**src/rtl/cpu_pkg.sv**
```systemverilog
// cpu_pkg: branch-select encodings, 2-bit predictor states and BTB entry layout
// shared by the branch predict unit and its table.
package cpu_pkg;
  typedef enum logic [1:0] {
    BS_SEQ  = 2'b00,
    BS_COND = 2'b01,
    BS_JR   = 2'b10,
    BS_JMP  = 2'b11
  } bs_e;

  localparam logic [1:0] SNT = 2'b00;
  localparam logic [1:0] WNT = 2'b01;
  localparam logic [1:0] WT  = 2'b10;
  localparam logic [1:0] ST  = 2'b11;

  localparam int BTB_TAG_W = 8;
  localparam int BTB_TGT_W = 32;

  typedef struct packed {
    logic                 valid;
    logic [BTB_TAG_W-1:0] tag;
    logic [BTB_TGT_W-1:0] target;
  } btb_entry_t;

  function automatic logic [1:0] bht_next(input logic [1:0] c, input logic taken);
    return taken ? (c == ST ? ST : c + 2'd1) : (c == SNT ? SNT : c - 2'd1);
  endfunction
endpackage

```
**src/rtl/branch_pred_table.sv**
```systemverilog
// branch_pred_table: direct-mapped BTB plus 2-bit BHT with one async lookup port
// and one training port; lookups see pre-update contents.
module branch_pred_table
  import cpu_pkg::*;
#(
  parameter int WIDTH = 32,
  parameter int IDX_W = 6,
  parameter int TAG_W = 8
) (
  input  logic             clk,
  input  logic             rst_n,
  input  logic [IDX_W-1:0] rd_idx,
  output logic             rd_valid,
  output logic [TAG_W-1:0] rd_tag,
  output logic [WIDTH-1:0] rd_target,
  output logic [1:0]       rd_cnt,
  input  logic             wr_en,
  input  logic [IDX_W-1:0] wr_idx,
  input  logic [TAG_W-1:0] wr_tag,
  input  logic             wr_taken,
  input  logic [WIDTH-1:0] wr_target
);
  localparam int N = 2 ** IDX_W;

  typedef struct packed {
    logic             valid;
    logic [TAG_W-1:0] tag;
    logic [WIDTH-1:0] target;
  } entry_t;

  logic [N-1:0]     valid_q, valid_d;
  logic [1:0]       bht_q    [N];
  logic [1:0]       bht_d    [N];
  logic [TAG_W-1:0] tag_q    [N];
  logic [TAG_W-1:0] tag_d    [N];
  logic [WIDTH-1:0] target_q [N];
  logic [WIDTH-1:0] target_d [N];
  entry_t           rd_entry;
  logic             wr_hit;

  always_comb begin
    rd_entry  = '{valid: valid_q[rd_idx], tag: tag_q[rd_idx], target: target_q[rd_idx]};
    rd_valid  = rd_entry.valid;
    rd_tag    = rd_entry.tag;
    rd_target = rd_entry.target;
    rd_cnt    = bht_q[rd_idx];
  end

  // A taken branch that misses allocates and starts weakly taken instead of incrementing.
  always_comb begin
    valid_d  = valid_q;
    bht_d    = bht_q;
    tag_d    = tag_q;
    target_d = target_q;
    wr_hit   = valid_q[wr_idx] && tag_q[wr_idx] == wr_tag;
    if (wr_en) begin
      bht_d[wr_idx] = (wr_taken && !wr_hit) ? WT : bht_next(bht_q[wr_idx], wr_taken);
      if (wr_taken) begin
        valid_d[wr_idx]  = 1'b1;
        tag_d[wr_idx]    = wr_tag;
        target_d[wr_idx] = wr_target;
      end
    end
  end

  always_ff @(posedge clk or negedge rst_n) begin
    if (!rst_n) begin
      valid_q <= '0;
      for (int i = 0; i < N; i++) bht_q[i] <= WNT;
    end else begin
      valid_q <= valid_d;
      bht_q   <= bht_d;
    end
  end

  // Tags and targets are qualified by valid, so they need no reset.
  always_ff @(posedge clk) begin
    tag_q    <= tag_d;
    target_q <= target_d;
  end
endmodule

```
**src/rtl/branch_predict_unit.sv**
```systemverilog
// branch_predict_unit: fetch PC register with BTB/BHT prediction, EX-stage branch
// resolution, mispredict flush/redirect and a saturating mispredict counter.
module branch_predict_unit
  import cpu_pkg::*;
#(
  parameter int               WIDTH    = 32,
  parameter int               IDX_W    = 6,
  parameter int               TAG_W    = 8,
  parameter logic [WIDTH-1:0] RESET_PC = '0,
  parameter int               CNT_W    = 16
) (
  input  logic             clk,
  input  logic             rst_n,
  input  logic             fetch_en,
  output logic [WIDTH-1:0] pc,
  output logic             pred_taken,
  output logic [WIDTH-1:0] pred_target,
  input  logic             resolve_valid,
  input  logic [WIDTH-1:0] resolve_pc,
  input  logic [1:0]       BS,
  input  logic             PS,
  input  logic             zero,
  input  logic [WIDTH-1:0] BrA,
  input  logic [WIDTH-1:0] RAA,
  input  logic             resolve_pred_taken,
  input  logic [WIDTH-1:0] resolve_pred_target,
  output logic             flush,
  output logic [CNT_W-1:0] mispredict_cnt
);
  logic [WIDTH-1:0] pc_q, pc_d;
  logic [CNT_W-1:0] cnt_q, cnt_d;
  logic             rd_valid;
  logic [TAG_W-1:0] rd_tag;
  logic [WIDTH-1:0] rd_target;
  logic [1:0]       rd_cnt;
  logic             taken;
  logic [WIDTH-1:0] target, next_correct;
  logic             train;

  branch_pred_table #(.WIDTH(WIDTH), .IDX_W(IDX_W), .TAG_W(TAG_W)) u_table (
    .clk       (clk),
    .rst_n     (rst_n),
    .rd_idx    (pc_q[IDX_W-1:0]),
    .rd_valid  (rd_valid),
    .rd_tag    (rd_tag),
    .rd_target (rd_target),
    .rd_cnt    (rd_cnt),
    .wr_en     (train),
    .wr_idx    (resolve_pc[IDX_W-1:0]),
    .wr_tag    (resolve_pc[IDX_W+TAG_W-1:IDX_W]),
    .wr_taken  (taken),
    .wr_target (target)
  );

  always_comb begin
    pred_taken   = rd_valid && rd_tag == pc_q[IDX_W+TAG_W-1:IDX_W] && rd_cnt[1];
    pred_target  = pred_taken ? rd_target : '0;
    taken        = BS[1] | (BS[0] & (PS ^ zero));
    target       = BS == BS_JR ? RAA : BrA;
    next_correct = taken ? target : resolve_pc + WIDTH'(1);
    train        = resolve_valid && BS != BS_SEQ;
    flush        = resolve_valid &&
                   (taken != resolve_pred_taken || (taken && target != resolve_pred_target));
    pc_d         = flush ? next_correct : !fetch_en ? pc_q : pred_taken ? pred_target : pc_q + WIDTH'(1);
    cnt_d        = (flush && !(&cnt_q)) ? cnt_q + CNT_W'(1) : cnt_q;
  end

  always_ff @(posedge clk or negedge rst_n) begin
    if (!rst_n) begin
      pc_q  <= RESET_PC;
      cnt_q <= '0;
    end else begin
      pc_q  <= pc_d;
      cnt_q <= cnt_d;
    end
  end

  assign pc             = pc_q;
  assign mispredict_cnt = cnt_q;
endmodule
```
**config.mk**
```make
export PLATFORM = sky130hd
export DESIGN_NAME = branch_predict_unit
export DESIGN_NICKNAME = d
export VERILOG_FILES = /design/src/rtl/cpu_pkg.sv /design/src/rtl/branch_pred_table.sv /design/src/rtl/branch_predict_unit.sv
export SDC_FILE = /design/constraint.sdc
export NUM_CORES = 2
export LEC_CHECK = 0
export BUFFER_PORTS_ARGS = -buffer_cell sky130_fd_sc_hd__buf_2
export CAP_MARGIN = 20
export CORE_MARGIN = 2
export CORE_UTILIZATION = 60
export DETAILED_ROUTE_END_ITERATION = 12
export PLACE_DENSITY = 0.77
export REMOVE_ABC_BUFFERS = 1
export SYNTH_ARGS = -nofsm -noshare
export SYNTH_HDL_FRONTEND = slang
export SYNTH_SLANG_ARGS = --single-unit
export TNS_END_PERCENT = 10
```
**constraint.sdc**
```tcl
create_clock -name clk -period 6.12 [get_ports clk]
set_input_delay 1.224 -clock clk [delete_from_list [all_inputs] [get_ports clk]]
set_output_delay 1.224 -clock clk [all_outputs]
set_load 0.01 [all_outputs]
```
# After elaboration in Yosys (flattened, before gate mapping)

Index checks and enable logic that the tools add are counted.

Flip-flop bits (word level): 2,800
Bits of input ports: 137
Output and inout bits: 82
Logic and storage cells: 276

Add/subtract/negate cells: 5
Order comparisons: 6
Eq/ne operators: 6
Muxes and demuxes: 40
Bitwise operators: 6
Reduce and logical (&&, ||, !) cells: 18

Operators with widths:

| operator                                                   | number |
|---|---|
| bitwise mux 2048 bit                                       | 1 |
| bitwise mux 512 bit                                        | 1 |
| 2-to-1 mux 32 bit                                          | 9 |
| binary-select mux 32 bit (select 6 bit)                    | 1 |
| demux 32 bit (select 6 bit)                                | 1 |
| bitwise mux 128 bit                                        | 1 |
| binary-select mux 8 bit (select 6 bit)                     | 2 |
| adder 32 x 1 -> 32 bit, second input constant              | 2 |
| bitwise OR 64 bit                                          | 1 |
| demux 8 bit (select 6 bit)                                 | 1 |
| 2-to-1 mux 8 bit                                           | 5 |
| != test 32 bit                                             | 1 |
| binary-select mux 2 bit (select 6 bit)                     | 2 |
| 2-to-1 mux 2 bit                                           | 9 |
| adder 16 x 1 -> 16 bit, second input constant              | 1 |
| equality test 8 bit                                        | 2 |
| AND reduction 16 bit                                       | 1 |
| greater-or-equal comparator 7 bit, second input constant   | 2 |
| less-than comparator 6 x 7 -> 1 bit, second input constant | 2 |
| inverter 6 -> 7 bit                                        | 2 |
| binary-select mux 1 bit (select 6 bit)                     | 2 |
| demux 2 bit (select 6 bit)                                 | 1 |
| logical AND 1 bit                                          | 10 |
| less-than comparator 7 x 1 -> 1 bit, second input constant | 1 |
| other kinds (15)                                           | 20 |

# Longest topological paths before layout

Depth in word-level cells: 11
Depth in mapped cells: 19
Gate-level depth less buffers: 11

# By module

A second synthesis with hierarchy kept.

Cells, all modules: 5,914
Area, all modules: 117,176.1 um^2

By module, submodules not included:

| module              | instances | cells an instance | area an instance (um^2) | seq. area each (um^2) |
|---|---|---|---|---|
| branch_pred_table   | 1         | 5,152             | 111,859.8               | 81,758.4 |
| branch_predict_unit | 1         | 762               | 5,316.3                 | 1,201.2 |

# Worst setup path after synthesis

OpenSTA, ideal clock, no wires.

Kind: input-to-output
Start: input port BS[0]
End: output port flush
Data arrival time: 3.923 ns
Slack: 0.973 ns
Cell stages on the path: 13
Cell sequence: nand2b_1 clkbuf_1 buf_2 mux2_2 xor2_1 nor4_1 nand4_1 nor3_1 or2_2 clkbuf_1 inv_2 buf_2 clkbuf_1

Cells in the longest elaborated chain, start to end: 6

RTL lines:

| element             | RTL line                  | source |
|---|---|---|
| start, declared     | branch_predict_unit.sv:20 | `input logic [1:0] BS,` |
| equality test 2 bit | branch_predict_unit.sv:59 | `target = BS == BS_JR ? RAA : BrA;` |
| 2-to-1 mux 32 bit   | branch_predict_unit.sv:59 |  |
| via target[4]       | branch_predict_unit.sv:37 | `logic [WIDTH-1:0] target, next_correct;` |
| != test 32 bit      | branch_predict_unit.sv:63 | `(taken != resolve_pred_taken \|\| (taken && target != resolve_pred_target));` |
| logical AND 1 bit   | branch_predict_unit.sv:63 |  |
| logical OR 1 bit    | branch_predict_unit.sv:63 |  |
| logical AND 1 bit   | branch_predict_unit.sv:62 | `flush = resolve_valid &&` |
| end, declared       | branch_predict_unit.sv:27 | `output logic flush,` |

The timed path passes the listed nets, and every way through them passes these cells.

# Final worst setup path

Start: register pc_q[2], in the netlist pc[2]
End: output port pred_target[0]

Cells in the longest elaborated chain, start to end: 8

RTL lines:

| element                                             | RTL line                                         | source |
|---|---|---|
| start, declared                                     | branch_predict_unit.sv:30                        | `logic [WIDTH-1:0] pc_q, pc_d;` |
| start signal, assigned                              | branch_predict_unit.sv:73                        | `pc_q <= pc_d;` |
| inverter 6 -> 7 bit (not written as such)           | branch_pred_table.sv:42, branch_pred_table.sv:46 |  |
| binary-select mux 8 bit (select 6 bit)              | branch_pred_table.sv:42                          | `rd_entry = '{valid: valid_q[rd_idx], tag: tag_q[rd_idx], target: target_q[rd_idx]};` |
| 2-to-1 mux 8 bit (not written as such) (2 in a row) | branch_pred_table.sv:42                          |  |
| equality test 8 bit                                 | branch_predict_unit.sv:56                        | `pred_taken = rd_valid && rd_tag == pc_q[IDX_W+TAG_W-1:IDX_W] && rd_cnt[1];` |
| logical AND 1 bit (2 in a row)                      | branch_predict_unit.sv:56                        |  |
| 2-to-1 mux 32 bit *                                 | branch_predict_unit.sv:57                        | `pred_target = pred_taken ? rd_target : '0;` |
| end, declared                                       | branch_predict_unit.sv:17                        | `output logic [WIDTH-1:0] pred_target,` |

Mark *: on every way between the ends. The rest lies on a longest branch, timed or not. The select of a mux whose other input is x is not followed.

==> summary.md <==
| Metric | Value |
|---|---|
| Fillers | `11360` |
| Total global routing overflow | `0` |
| Skew final | `53.44 ps` |
| Iter 0 DRT Violations | `14690` |
| Remaining DRCs | `0` |
| Crit. End Element | `output pin` |
| Maxcap violations | `0` |
| Clock H-tree levels | `5` |
| Min-Delay Path Class | `input port to async pin` |
| Largest net degree at the start of global routing | `141` |
| IO buf count | `218` |
| I/O pin cnt | `219` |
| Worst-path fanout max | `38` |
| Final HPWL DP | `209.3 mm` |
| Post-synth top area share | `66.20%` |
| Fin nets | `6518` |
| Top FF cell, synth | `edfxtp_1` |
| Worst r2r src | `pc[2]$_DFFE_PN0P_` |
| Top cells by count, synth | `edfxtp_1, mux4_2, nand2_1` |
| Cell Area, Synth | `0.1161 mm²` |
| GRT Util Overall | `42.00%` |
| Post-synth EDFFs | `2560` |
| Area Overhead vs Synth | `14.04%` |
| Effective utilization at floorplan | `60.36%` |
| WP data arrival | `4920 ps` |
| Sequential area share after synthesis | `71.44%` |
| Worst endpoint required time | `4900 ps` |
| Max Slew Vio Count | `0` |
| RR Endpoint | `pc[0]$_DFFE_PN0P_` |
| Fin crit period | `6145 ps` |
| Fraction of final layout cells sized beyond drive strength 1 | `32.73%` |
| Die X | `443.9 µm` |
| Reg clk slew, reported paths | `60 ps` |
| IR drop worst, VDD | `0.0004035 V` |
| DRT Pass-1 Iters | `9` |
| Largest stage delay, worst path | `790 ps` |
| RePlAce Congestion | `0.9809` |
| Critical-path cell list | `buf_4 -> nor2b_1 -> a22oi_1 -> nand2_1 -> o211ai_1 -> xnor2_1 -> o211ai_1 -> nor4_4 -> buf_12 -> buf_12 -> and2_1 -> buf_2` |
| Most frequent cell after synthesis | `edfxtp_1` |
| DR WL/cell | `45.28 µm` |
| Worst R2R Setup Slack | `1540 ps` |
| Worst R2R Path Depth | `13` |
| Number of global-route vias before repair | `69190` |
| Fin Setup TNS | `-29.53 ps` |
| Die Ht | `443.9 µm` |
| Final period utilization | `100.4%` |
| Hold buffers post-CTS | `0` |
| Synthesized netlist cell count | `5891` |
| Post-layout util | `68.84%` |
| Total number of yosys warnings | `0` |
| Worst setup SP type | `register` |
| Crit path kind | `register to output pin` |
| DR vias/cell | `7.799` |
| Buf/Inv on CP | `4` |
| Cell taking the most area after synthesis | `edfxtp_1` |
| CP delay by family, top | `simple AND/OR/NAND/NOR gates` |
| Clk_lat worst skew | `960 ps` |
| Leak | `0.04366 µW` |
| Die area | `0.1971 mm²` |
| Total number of vias | `71200` |
| First-pass GRT wire length | `562.3 mm` |
| TritonCTS clock tree | `done` |
| Clk buf depth | `4` |
| Row cnt | `161` |
| PwrDens | `352.0 mW/mm²` |
| Total wire length | `413.4 mm` |
| Clock sinks | `2800` |
| Core Box Area | `0.1924 mm²` |
| Top cells by area, synth | `edfxtp_1, mux4_2, dfrtp_1` |
| Final ANT Viol Nets | `0` |
| Ys async rst share | `8.571%` |
| Final number of setup-violating endpoints | `2` |
| Failing checks | `negative setup slack` |
| Seq cells post-synth | `2800` |
| Relative slew slack | `11.64%` |
| Yosys cell types | `88` |
| Worst Tran Pin Value | `1320 ps` |
| Fmax | `162.7 MHz` |
| TritonCTS Buffers | `292` |
| Root Driver | `clkbuf_16` |
| Outcome | `complete, but fails checks` |
| Min setup slack post-route | `-24.99 ps` |
| Final Hold Viols | `0` |
| Critical path's slowest cell | `nor2b_1` |
| Initial antenna violation count | `23` |
| Mean Syn Cell Area | `19.71 µm²` |
## placed cells by master, fill, tap and decap left out, types with 26 or more instances in the layout
| cell type | synthesis | final |
|---|---|---|
| edfxtp_1 | 2560 | 2560 |
| mux4_2 | 833 | 833 |
| nand2_1 | 309 | 309 |
| clkbuf_16 | 0 | 303 |
| buf_4 | 19 | 227 |
| buf_2 | 139 | 214 |
| dfrtp_1 | 176 | 171 |
| mux2i_1 | 158 | 158 |
| mux2_2 | 134 | 134 |
| a22oi_1 | 135 | 134 |
| o21ai_0 | 134 | 133 |
| buf_12 | 2 | 100 |
| nor2_1 | 149 | 84 |
| a221oi_1 | 77 | 77 |
| a21oi_1 | 75 | 74 |
| nand3_1 | 70 | 70 |
| or2_2 | 67 | 67 |
| nor2_4 | 0 | 64 |
| dfstp_2 | 64 | 64 |
| xnor2_1 | 61 | 61 |
| clkinv_1 | 4 | 59 |
| clkbuf_1 | 155 | 54 |
| and2_1 | 46 | 46 |
| clkinv_2 | 0 | 39 |
| inv_1 | 40 | 38 |
| xor2_1 | 31 | 31 |
| nand4_1 | 28 | 28 |
| o211ai_1 | 26 | 26 |
| bufinv_16 | 0 | 26 |
## power breakdown
| part | internal (µW) | switching (µW) | total, µW |
|---|---|---|---|
| Combinational | 3110 | 4290 | 7400 |
| Sequential | 21300 | 310 | 21600 |
| Clock | 10100 | 7520 | 17600 |
| Total | 34500 | 12100 | 46600 |
## state kept, by name, summed over array words and instances, names as in the netlist
name	count
mispredict_cnt	16
pc	32
u_table.bht_q	128
u_table.tag_q	512
u_table.target_q	2048
u_table.valid_q	64
## worst max-delay path by stage
stage	start	end	slack, ps	depth (start not counted)
after floorplan	pc[0]$_DFFE_PN0P_	pred_target[0]	-24860	8
after global placement	pc[0]$_DFFE_PN0P_	pred_target[5]	570	12
after detailed placement	pc[1]$_DFFE_PN0P_	pred_target[0]	520	12
after CTS	pc[2]$_DFFE_PN0P_	pred_target[0]	10	12
after global routing	pc[0]$_DFFE_PN0P_	pred_target[0]	-20	13
final	pc[2]$_DFFE_PN0P_	pred_target[0]	-20	12
## through the flow
step | area (µm²) | std cells | worst slack, ps | total power [µW] | hold slack (ps)
6_report | 132400 | 9130 | -24.99 | 46620 | 343.6
5_1_grt | 132400 | 9113 | -19.28 | 47350 | 388.8
4_1_cts | 132200 | 9100 | 14.34 | 46230 | 354.1
3_5_place_dp | 122900 | 8595 | 522.8 | 28850 | 476.7
3_3_place_gp | 122900 | 8594 | 574.5 | 28750 | 469.3
2_1_floorplan | 114400 | 5526 | -24860 | 29160 | 449.1
## logic make-up (layout without fill, tap and decap cells)
family	Yosys count	count (layout)	share of synthesized area [%]
multiplexers	1127	1127	18.86
flip-flops	2800	2800	71.44
buffers and inverters	410	1100	1.661
adder cells (fa/ha/maj)	3	3	0.03233
other	0	23	0
XOR/XNOR	92	92	0.6939
AND/OR/NAND/NOR	816	816	3.387
AO/OA/AOI/OAI	643	643	3.923
## layer usage
metal / vias to the layer above / part of all wire [%] / global-route usage, %
met5: - / 0.021 / 0
met4: 12 / 8.8 / 30.11
met3: 1896 / 15 / 13.88
met2: 7937 / 45 / 62.16
met1: 35840 / 31 / 52.65
li1: 25520 / - / -
## final cells by class
| type | count | area [µm²] | area share [%] |
|---|---|---|---|
| antenna | 23 | 57.56 | 0.04346 |
| clock inverter | 138 | 1331 | 1.005 |
| timing repair buffer | 558 | 5114 | 3.861 |
| tap | 2526 | 3161 | 2.387 |
| multi-input combinational | 2681 | 31820 | 24.03 |
| inverter | 45 | 178.9 | 0.1351 |
| clock buffer | 359 | 7790 | 5.882 |
| sequential | 2800 | 82980 | 62.66 |
## repair_timing
action,in CTS,in global routing
hold endpoints to repair,0,0
buffers inserted,8,4
pin swaps,1,3
gates cloned,0,2
endpoints found under the setup margin,33,32
resized for setup,8,6
No activity file was read; power rests on OpenSTA's default activity.
